[config.mk]
export PLATFORM = sky130hd
export DESIGN_NAME = spu_point_loader_flat
export DESIGN_NICKNAME = d
export VERILOG_FILES = /design/src/rtl/spu_point_loader_if.sv /design/src/rtl/spu_point_loader.sv /design/src/flat_wrapper.sv
export SDC_FILE = /design/constraint.sdc
export NUM_CORES = 1
export LEC_CHECK = 0
export CAP_MARGIN = 5
export CORE_ASPECT_RATIO = 0.75
export CORE_MARGIN = 2
export CORE_UTILIZATION = 46
export CTS_BUF_LIST = sky130_fd_sc_hd__clkbuf_16
export CTS_CLUSTER_DIAMETER = 150
export DETAILED_ROUTE_END_ITERATION = 6
export MAX_ROUTING_LAYER = met4
export PLACE_DENSITY = 0.82
export SYNTH_ARGS = -nofsm -noshare
export SYNTH_HDL_FRONTEND = slang
export SYNTH_SLANG_ARGS = --single-unit
[constraint.sdc]
create_clock -name clk -period 1.8 [get_ports clk]
set_input_delay 0.36 -clock clk [delete_from_list [all_inputs] [get_ports clk]]
set_output_delay 0.36 -clock clk [all_outputs]
set_load 0.02 [all_outputs]
[src/rtl/spu_point_loader_if.sv]
// Bus bundle for the point loader. It carries the byte-wide command input
// stream and the registered segment operand output stream.
// The master side is the environment: it drives bytes in and takes frames out.
// The slave side is the loader itself.
interface spu_point_loader_if #(
  parameter int COORD_W = 4,
  parameter int OP_W    = 2
);
  logic [2*COORD_W-1:0] in_data;
  logic                 in_valid;
  logic                 in_ready;
  logic [COORD_W-1:0]   out_a;
  logic [COORD_W-1:0]   out_b;
  logic [COORD_W-1:0]   out_c;
  logic [COORD_W-1:0]   out_d;
  logic [OP_W-1:0]      out_op;
  logic                 out_degen;
  logic                 out_valid;
  logic                 out_ready;

  modport master (
    output in_data, in_valid, out_ready,
    input  in_ready, out_a, out_b, out_c, out_d, out_op, out_degen, out_valid
  );

  modport slave (
    input  in_data, in_valid, out_ready,
    output in_ready, out_a, out_b, out_c, out_d, out_op, out_degen, out_valid
  );
endinterface

[src/rtl/spu_point_loader.sv]
// Operand front-end for the spatial op stages. It collects a header byte and
// two point bytes, then presents them as registered segment operands
// (A,B)=P1 and (C,D)=P2 with the opcode under a valid/ready handshake.
// It also flags degenerate segments and counts completed output frames.
module spu_point_loader #(
  parameter int COORD_W = 4,
  parameter int OP_W    = 2,
  parameter int CNT_W   = 8
) (
  input  logic                 clk,
  input  logic                 rst,
  input  logic                 flush,
  spu_point_loader_if.slave    bus,
  output logic                 hdr_err,
  output logic [CNT_W-1:0]     frame_cnt
);

  localparam int BYTE_W = 2 * COORD_W;
  localparam logic [CNT_W-1:0] CNT_ONE = 1;

  typedef enum logic [1:0] {S_HDR, S_P1, S_P2, S_OUT} state_t;

  state_t               state_reg;
  logic [COORD_W-1:0]   a_reg, b_reg, c_reg, d_reg;
  logic [OP_W-1:0]      op_reg;
  logic                 degen_reg;
  logic                 valid_reg;
  logic                 hdr_err_reg;
  logic [CNT_W-1:0]     cnt_reg;

  logic [COORD_W-1:0]   in_x, in_y;
  logic                 hdr_bad;
  logic                 accept;
  logic                 in_ready_int;

  assign in_x    = bus.in_data[BYTE_W-1:COORD_W];
  assign in_y    = bus.in_data[COORD_W-1:0];
  // Any set bit above the opcode field makes the header unusable.
  assign hdr_bad = |bus.in_data[BYTE_W-1:OP_W];

  // Ready depends only on state and the reset/flush controls, so it never
  // forms a combinational loop through in_valid with the upstream producer.
  assign in_ready_int = !rst && !flush && (state_reg != S_OUT);
  assign accept       = bus.in_valid && in_ready_int;

  assign bus.in_ready  = in_ready_int;
  assign bus.out_a     = a_reg;
  assign bus.out_b     = b_reg;
  assign bus.out_c     = c_reg;
  assign bus.out_d     = d_reg;
  assign bus.out_op    = op_reg;
  assign bus.out_degen = degen_reg;
  assign bus.out_valid = valid_reg;
  assign hdr_err       = hdr_err_reg;
  assign frame_cnt     = cnt_reg;

  // Frame collection FSM with all outputs registered.
  always_ff @(posedge clk) begin
    if (rst) begin
      state_reg   <= S_HDR;
      a_reg       <= '0;
      b_reg       <= '0;
      c_reg       <= '0;
      d_reg       <= '0;
      op_reg      <= '0;
      degen_reg   <= 1'b0;
      valid_reg   <= 1'b0;
      hdr_err_reg <= 1'b0;
      cnt_reg     <= '0;
    end else if (flush) begin
      // Abandon the frame in progress. A transfer coinciding with the flush
      // is not counted.
      state_reg   <= S_HDR;
      valid_reg   <= 1'b0;
      hdr_err_reg <= 1'b0;
    end else begin
      hdr_err_reg <= 1'b0;
      case (state_reg)
        S_HDR: begin
          if (accept) begin
            if (hdr_bad) begin
              hdr_err_reg <= 1'b1;
            end else begin
              op_reg    <= bus.in_data[OP_W-1:0];
              state_reg <= S_P1;
            end
          end
        end
        S_P1: begin
          if (accept) begin
            a_reg     <= in_x;
            b_reg     <= in_y;
            state_reg <= S_P2;
          end
        end
        S_P2: begin
          if (accept) begin
            c_reg     <= in_x;
            d_reg     <= in_y;
            degen_reg <= (a_reg == in_x) && (b_reg == in_y);
            valid_reg <= 1'b1;
            state_reg <= S_OUT;
          end
        end
        S_OUT: begin
          if (bus.out_ready) begin
            valid_reg <= 1'b0;
            cnt_reg   <= cnt_reg + CNT_ONE;
            state_reg <= S_HDR;
          end
        end
        default: state_reg <= S_HDR;
      endcase
    end
  end

endmodule

[src/flat_wrapper.sv]
// flat-port wrapper written by rule: the top's interface ports become plain ports
module spu_point_loader_flat 
#(
  parameter int COORD_W = 4,
  parameter int OP_W    = 2,
  parameter int CNT_W   = 8
)
  (clk, rst, flush, hdr_err, frame_cnt, bus_in_data, bus_in_valid, bus_out_ready, bus_in_ready, bus_out_a, bus_out_b, bus_out_c, bus_out_d, bus_out_op, bus_out_degen, bus_out_valid);
  spu_point_loader_if #(.COORD_W(COORD_W), .OP_W(OP_W)) bus_i ();
  input  logic clk;
  input  logic rst;
  input  logic flush;
  output logic hdr_err;
  output logic [CNT_W-1:0] frame_cnt;
  input wire logic [$bits(bus_i.in_data)-1:0] bus_in_data;
  input wire logic [$bits(bus_i.in_valid)-1:0] bus_in_valid;
  input wire logic [$bits(bus_i.out_ready)-1:0] bus_out_ready;
  output wire logic [$bits(bus_i.in_ready)-1:0] bus_in_ready;
  output wire logic [$bits(bus_i.out_a)-1:0] bus_out_a;
  output wire logic [$bits(bus_i.out_b)-1:0] bus_out_b;
  output wire logic [$bits(bus_i.out_c)-1:0] bus_out_c;
  output wire logic [$bits(bus_i.out_d)-1:0] bus_out_d;
  output wire logic [$bits(bus_i.out_op)-1:0] bus_out_op;
  output wire logic [$bits(bus_i.out_degen)-1:0] bus_out_degen;
  output wire logic [$bits(bus_i.out_valid)-1:0] bus_out_valid;
  assign bus_i.in_data = bus_in_data;
  assign bus_i.in_valid = bus_in_valid;
  assign bus_i.out_ready = bus_out_ready;
  assign bus_in_ready = bus_i.in_ready;
  assign bus_out_a = bus_i.out_a;
  assign bus_out_b = bus_i.out_b;
  assign bus_out_c = bus_i.out_c;
  assign bus_out_d = bus_i.out_d;
  assign bus_out_op = bus_i.out_op;
  assign bus_out_degen = bus_i.out_degen;
  assign bus_out_valid = bus_i.out_valid;
  spu_point_loader #(.COORD_W(COORD_W), .OP_W(OP_W), .CNT_W(CNT_W)) u_core (.clk(clk), .rst(rst), .flush(flush), .bus(bus_i), .hdr_err(hdr_err), .frame_cnt(frame_cnt));
endmodule
# Word level (Yosys, flattened, before mapping)
# Cells that the tools add are included.
dict set report totals {
  ff_bits 31
  inputBits 13
  word_cells 53
}
dict set report op_classes {
  add_sub_neg 1
  eq_ne 11
  mux 10
  bitwise_logic 4
  n_reduce_logical 17
}
# operator count
set op_table {}
lappend op_table {{$reduce_and A3 Y1} 4}
lappend op_table {{$mux W2} 5}
lappend op_table {{$add A8 B1 Y8 const B} 1}
lappend op_table {{$eq A4 B4 Y1} 2}
lappend op_table {{$pmux W2 S4} 1}
lappend op_table {{$ne A2 B1 Y1 const B} 3}
lappend op_table {{$ne A2 B2 Y1 const B} 3}
lappend op_table {{$reduce_or A6 Y1} 1}
lappend op_table {{$reduce_and A5 Y1} 1}
lappend op_table {{$eq A2 B2 Y1 const B} 2}
lappend op_table {{$logic_and A1 B1 Y1} 4}
lappend op_table {{$not A1 Y1} 4}
lappend op_table {{$reduce_and A4 Y1} 1}
lappend op_table {{$reduce_or A4 Y1} 1}
lappend op_table {{$mux W1} 3}
lappend op_table {{$eq A2 B1 Y1 const B} 1}
lappend op_table {{$logic_not A1 Y1} 2}
lappend op_table {{$logic_not A2 Y1} 1}
lappend op_table {{$pmux W1 S2} 1}
lappend op_table {{$reduce_bool A2 Y1} 1}
lappend op_table {{$reduce_or A2 Y1} 1}

# Depth between registers and ports, before layout
dict set report logic_depth {
  word_depth 6
  depth_mapped 7
  mapped_depth_nobuf 6
}

# Least setup slack after synthesis
# No wires, ideal clock.
dict set report synth_path {
  path_type {reg2reg}
  from {register u_core.state_reg[0]}
  to {register u_core.op_reg[0], in the netlist u_core.bus.out_op[0]}
  setup_ns 0.128
  arrival_ns 1.524
  required_ns 1.672
  path_slack_ns 0.148
  path_stages_with_launch 7
  n_path_buf 1
  path_cell_list {dfxtp_1 -> ha_1 -> nor4b_4 -> buf_2 -> nand4_1 -> mux2i_1 -> nor2_1}
}
dict set report synth_via {
  elab_chain_len 4
  elab_cells_between_ends 5
}
# item line_no
set synth_lines {}
lappend synth_lines {{start, declared} spu_point_loader.sv:23} ;# state_t state_reg;
lappend synth_lines {{start signal, assigned} spu_point_loader.sv:60} ;# state_reg <= S_HDR;
lappend synth_lines {{start signal, assigned} spu_point_loader.sv:73} ;# state_reg <= S_HDR;
lappend synth_lines {{start signal, assigned} spu_point_loader.sv:85} ;# state_reg <= S_P1;
lappend synth_lines {{$ne A2 B2 Y1} spu_point_loader.sv:43} ;# assign in_ready_int = !rst && !flush && (state_reg != S_OUT);
lappend synth_lines {{$logic_and A1 B1 Y1} spu_point_loader.sv:43}
lappend synth_lines {{$logic_and A1 B1 Y1} spu_point_loader.sv:44} ;# assign accept = bus.in_valid && in_ready_int;
lappend synth_lines {{$reduce_and A4 Y1 (no line) (*)} n/a}
lappend synth_lines {{end signal, assigned} spu_point_loader.sv:84} ;# op_reg <= bus.in_data[OP_W-1:0];
lappend synth_lines {{end, declared} spu_point_loader.sv:25} ;# logic [OP_W-1:0] op_reg;
# Every way passes the cells marked *; elsewhere a longest branch is shown, timed or not.
# A chain may end at the register's enable or synchronous reset.

# Worst setup path in the final report
dict set report layout_path {
  from {register u_core.cnt_reg[3], in the netlist u_core.frame_cnt[3]}
  to {output port frame_cnt[3]}
}
# item line_no
set layout_lines {}
lappend layout_lines {{start, declared} spu_point_loader.sv:29} ;# logic [CNT_W-1:0] cnt_reg;
lappend layout_lines {{start signal, assigned} spu_point_loader.sv:108} ;# cnt_reg <= cnt_reg + CNT_ONE;
lappend layout_lines {{end, declared} flat_wrapper.sv:14} ;# output logic [CNT_W-1:0] frame_cnt;
# No word-level cell between the ends.

==> run_results.csv <==
group,metric,value,unit
pwr,p_leak,0.000829,uW
global_route,grt_pass1_wl,6200,um
setup_path,slowest_stage,"clkdlybuf4s50_1",
pwr,vdd_drop_max,598,uV
detailed_routing,ant_nets,0,
detailed_routing,drc_errors,0,
sta,min_period,1.73,ns
clock_tree,clock_sinks,31,
die,core,2940,um^2
min_path,worstHoldPathCells,2,
finish,post-route-util,74.3,%
setup_path,r2r_end,"u_core.state_reg[0]",
finish,layout.cells.non_filler,269,
setup_path,path_max_fanout,7,
die,ios,43,
setup_path,crit_arrival,1.37,ns
clock_tree,worstSkewPairLatency,0.28,ns
detailed_routing,drt_pass1_iterations,4,
setup_path,required,1.44,ns
detailed_routing,vias,1455,
setup_path,crit_type,"flop to output pin",
die,dieArea,3520,um^2
sta,fin_crit_sh,96.2,%
finish,layout_commonest_cell,"clkdlybuf4s50_1",
sta,tns,0,ns
setup_path,start_kind,"flop",
run,max-cap-violations,0,
setup_path,r2r_start,"u_core.state_reg[0]",
sta,finalHoldViolCount,0,
detailed_routing,drt-initial-drc-count,53,
placement,dp_hpwl,2780,um
clock_tree,clk_root_buffer_cell,"clkbuf_16",
clock_tree,cts_buffer_depth,2,
setup_path,crit_family,"buffers and inverters",
placement,dp.cells,260,
logic_synthesis,netlist_area,1410,um^2
die,row_count,17,
finish,final_cell_mix,"39 x clkdlybuf4s50_1, 31 x dfxtp_1, 26 x nand2_1",
setup_path,crit_chain,"clkdlybuf4s50_1",
logic_synthesis,synthDistinctLibCells,26,
finish,largest_reg_flops,8,
detailed_routing,wl,3910,um
setup_path,r2r_slack,0.16,ns
placement,gp_congestion,0.877,
global_route,antenna_found_initial,0,
clock_tree,h-tree-depth,2,
setup_path,r2r_cells,6,
detailed_routing,vias_per_cell,5.41,
placement,dp_slack,-0.311,ns
placement,io_buffers,42,
sta,tightest_slew,0.258,ns
die,dieHeight,51.9,um
sta,fin_skew,0.00264,ns
pwr,power.density,881,nW/um^2
finish,fill_cells,214,
sta,max_slew_margin,82.7,%
sta,fin_ws,0.0685,ns
min_path,hp-class,"flop to flop",
logic_synthesis,syn_area_per_cell,8.42,um^2
detailed_routing,routedWlPerCell,14.6,um
sta,fmax,0.578,GHz
finish,final_nets,248,
global_route,track_usage,25.2,%
clock_tree,cts_buffers,5,
logic_synthesis,synth_warnings,0,
finish,n_antenna_cell,0,
setup_path,max_stage_delay,0.65,ns
logic_synthesis,syn_nets,185,
sta,setup_viol,0,
clock_tree,clkTransAtPathRegs,0.05,ns
sta,drv_slew,0,
logic_synthesis,yosysSeqAreaShare,44.1,%
run_status,status,"finished clean",
global_route,grt_overflow,0,
logic_synthesis,syn_inst,167,
min_path,min_to,"u_core.bus.out_degen",
sta,rsz0062_at_grt,"false",
die,die_width,67.8,um
finish,area_growth,55.1,%
logic_synthesis,synth_seq_cells,31,
die,start_util,47.9,%
clock_tree,hold_buffers,0,
min_path,hp-start,"u_core.bus.out_degen",
global_route,grt_pass1_vias,1356,
clock_tree,cts_tree,"yes",
finish,drive_gt1_share,15.6,%
setup_path,path_buf_inv,1,
setup_path,crit_path_end_kind,"output pin",
global_route,grt_max_degree,20,
==> per-stage QoR <==
stage / cell area, um^2 / hold slack (ns) / total power, uW
6_report: 2180 / 0.460 / 1920
5_1_grt: 2180 / 0.483 / 1980
4_1_cts: 2170 / 0.463 / 1930
3_5_place_dp: 2000 / 0.452 / 969
3_3_place_gp: 2000 / 0.443 / 957
2_1_floorplan: 1410 / 0.439 / 847
==> report_power, final <==
| part | leakage (uW) | internal (uW) | switching, uW | total (uW) |
|---|---|---|---|---|
| registers | 0.000250 | 702 | 10.4 | 712 |
| logic | 0.000495 | 123 | 128 | 251 |
| clock network | 0.0000838 | 651 | 306 | 958 |
| total | 0.000829 | 1480 | 445 | 1920 |
==> cells in the mapped netlist, drive strengths merged <==
master | number | area [um^2]
o21bai | 1 | 7.51
and3b | 1 | 8.76
nand2 | 28 | 108
xor2 | 3 | 26.3
nand3b | 1 | 7.51
inv | 3 | 11.3
and2 | 1 | 6.26
nand3 | 18 | 90.1
and3 | 1 | 6.26
nor4 | 1 | 12.5
nor2 | 12 | 45.0
clkbuf | 6 | 22.5
or3 | 2 | 12.5
nor3 | 4 | 20.0
nand2b | 1 | 6.26
xnor2 | 11 | 96.3
a21oi | 22 | 110
a221o | 1 | 10.0
nor4b | 1 | 23.8
o21ai | 1 | 5.00
mux2i | 4 | 40.0
nand4 | 6 | 37.5
ha | 5 | 62.6
dfxtp | 31 | 621
buf | 2 | 10.0
==> logic make-up (layout without fill, tap and decap cells) <==
| group | count (synthesis) | in the layout | synth area share [%] |
|---|---|---|---|
| buffers and inverters | 11 | 75 | 3.11 |
| adders and majority gates | 5 | 5 | 4.45 |
| DFF | 31 | 31 | 44.1 |
| xor gates and xnor gates | 14 | 14 | 8.72 |
| muxes | 4 | 4 | 2.85 |
| AOI/OAI and AO/OA | 25 | 25 | 9.43 |
| and+or+nand+nor | 77 | 77 | 27.3 |
==> cell type report <==
cell class              count  area (um^2)  area share [%]
clock buffers               5          125            5.74
clock inverters             3         43.8            2.01
multi-input cells         125          747            34.3
flip-flops and latches     31          621            28.5
repair buffers             64          586            26.9
inverters                   3         11.3           0.516
well taps                  38         47.5            2.18
==> worst min-delay path, stage by stage (launching register included) <==
cell and delay (ns):
dfxtp_1 0.31, nand2_1 0.05, a21oi_1 0.05
==> metal layers <==
metal  up-vias  share of wire (%)  GRT usage (%)
met1       677                 41           29.0
met5         -                  0              -
li1        703                  -              -
met3        13                7.2           8.87
met2        62                 49           40.8
met4         0                2.4           9.33
==> repair_timing <==
item | in CTS | in global routing
pin swaps | 1 | 0
resized for setup | 1 | 7
setup buffers | 1 | 0
setup endpoints to repair | 6 | 12
==> worst max-delay path by stage <==
stage | end | slack, ns | cells past startpoint | startpoint
2_1_floorplan | u_core.bus.out_op[0] | 0.15 | 6 | u_core.state_reg[0]
3_3_place_gp | bus_in_ready | -0.25 | 3 | flush
3_5_place_dp | u_core.bus.out_b[1] | -0.31 | 6 | flush
4_1_cts | bus_in_ready | 0.02 | 3 | u_core.state_reg[0]
5_1_grt | frame_cnt[3] | 0.03 | 1 | u_core.frame_cnt[3]
6_report | frame_cnt[3] | 0.07 | 1 | u_core.frame_cnt[3]
No activity file was read; power rests on OpenSTA's default activity.
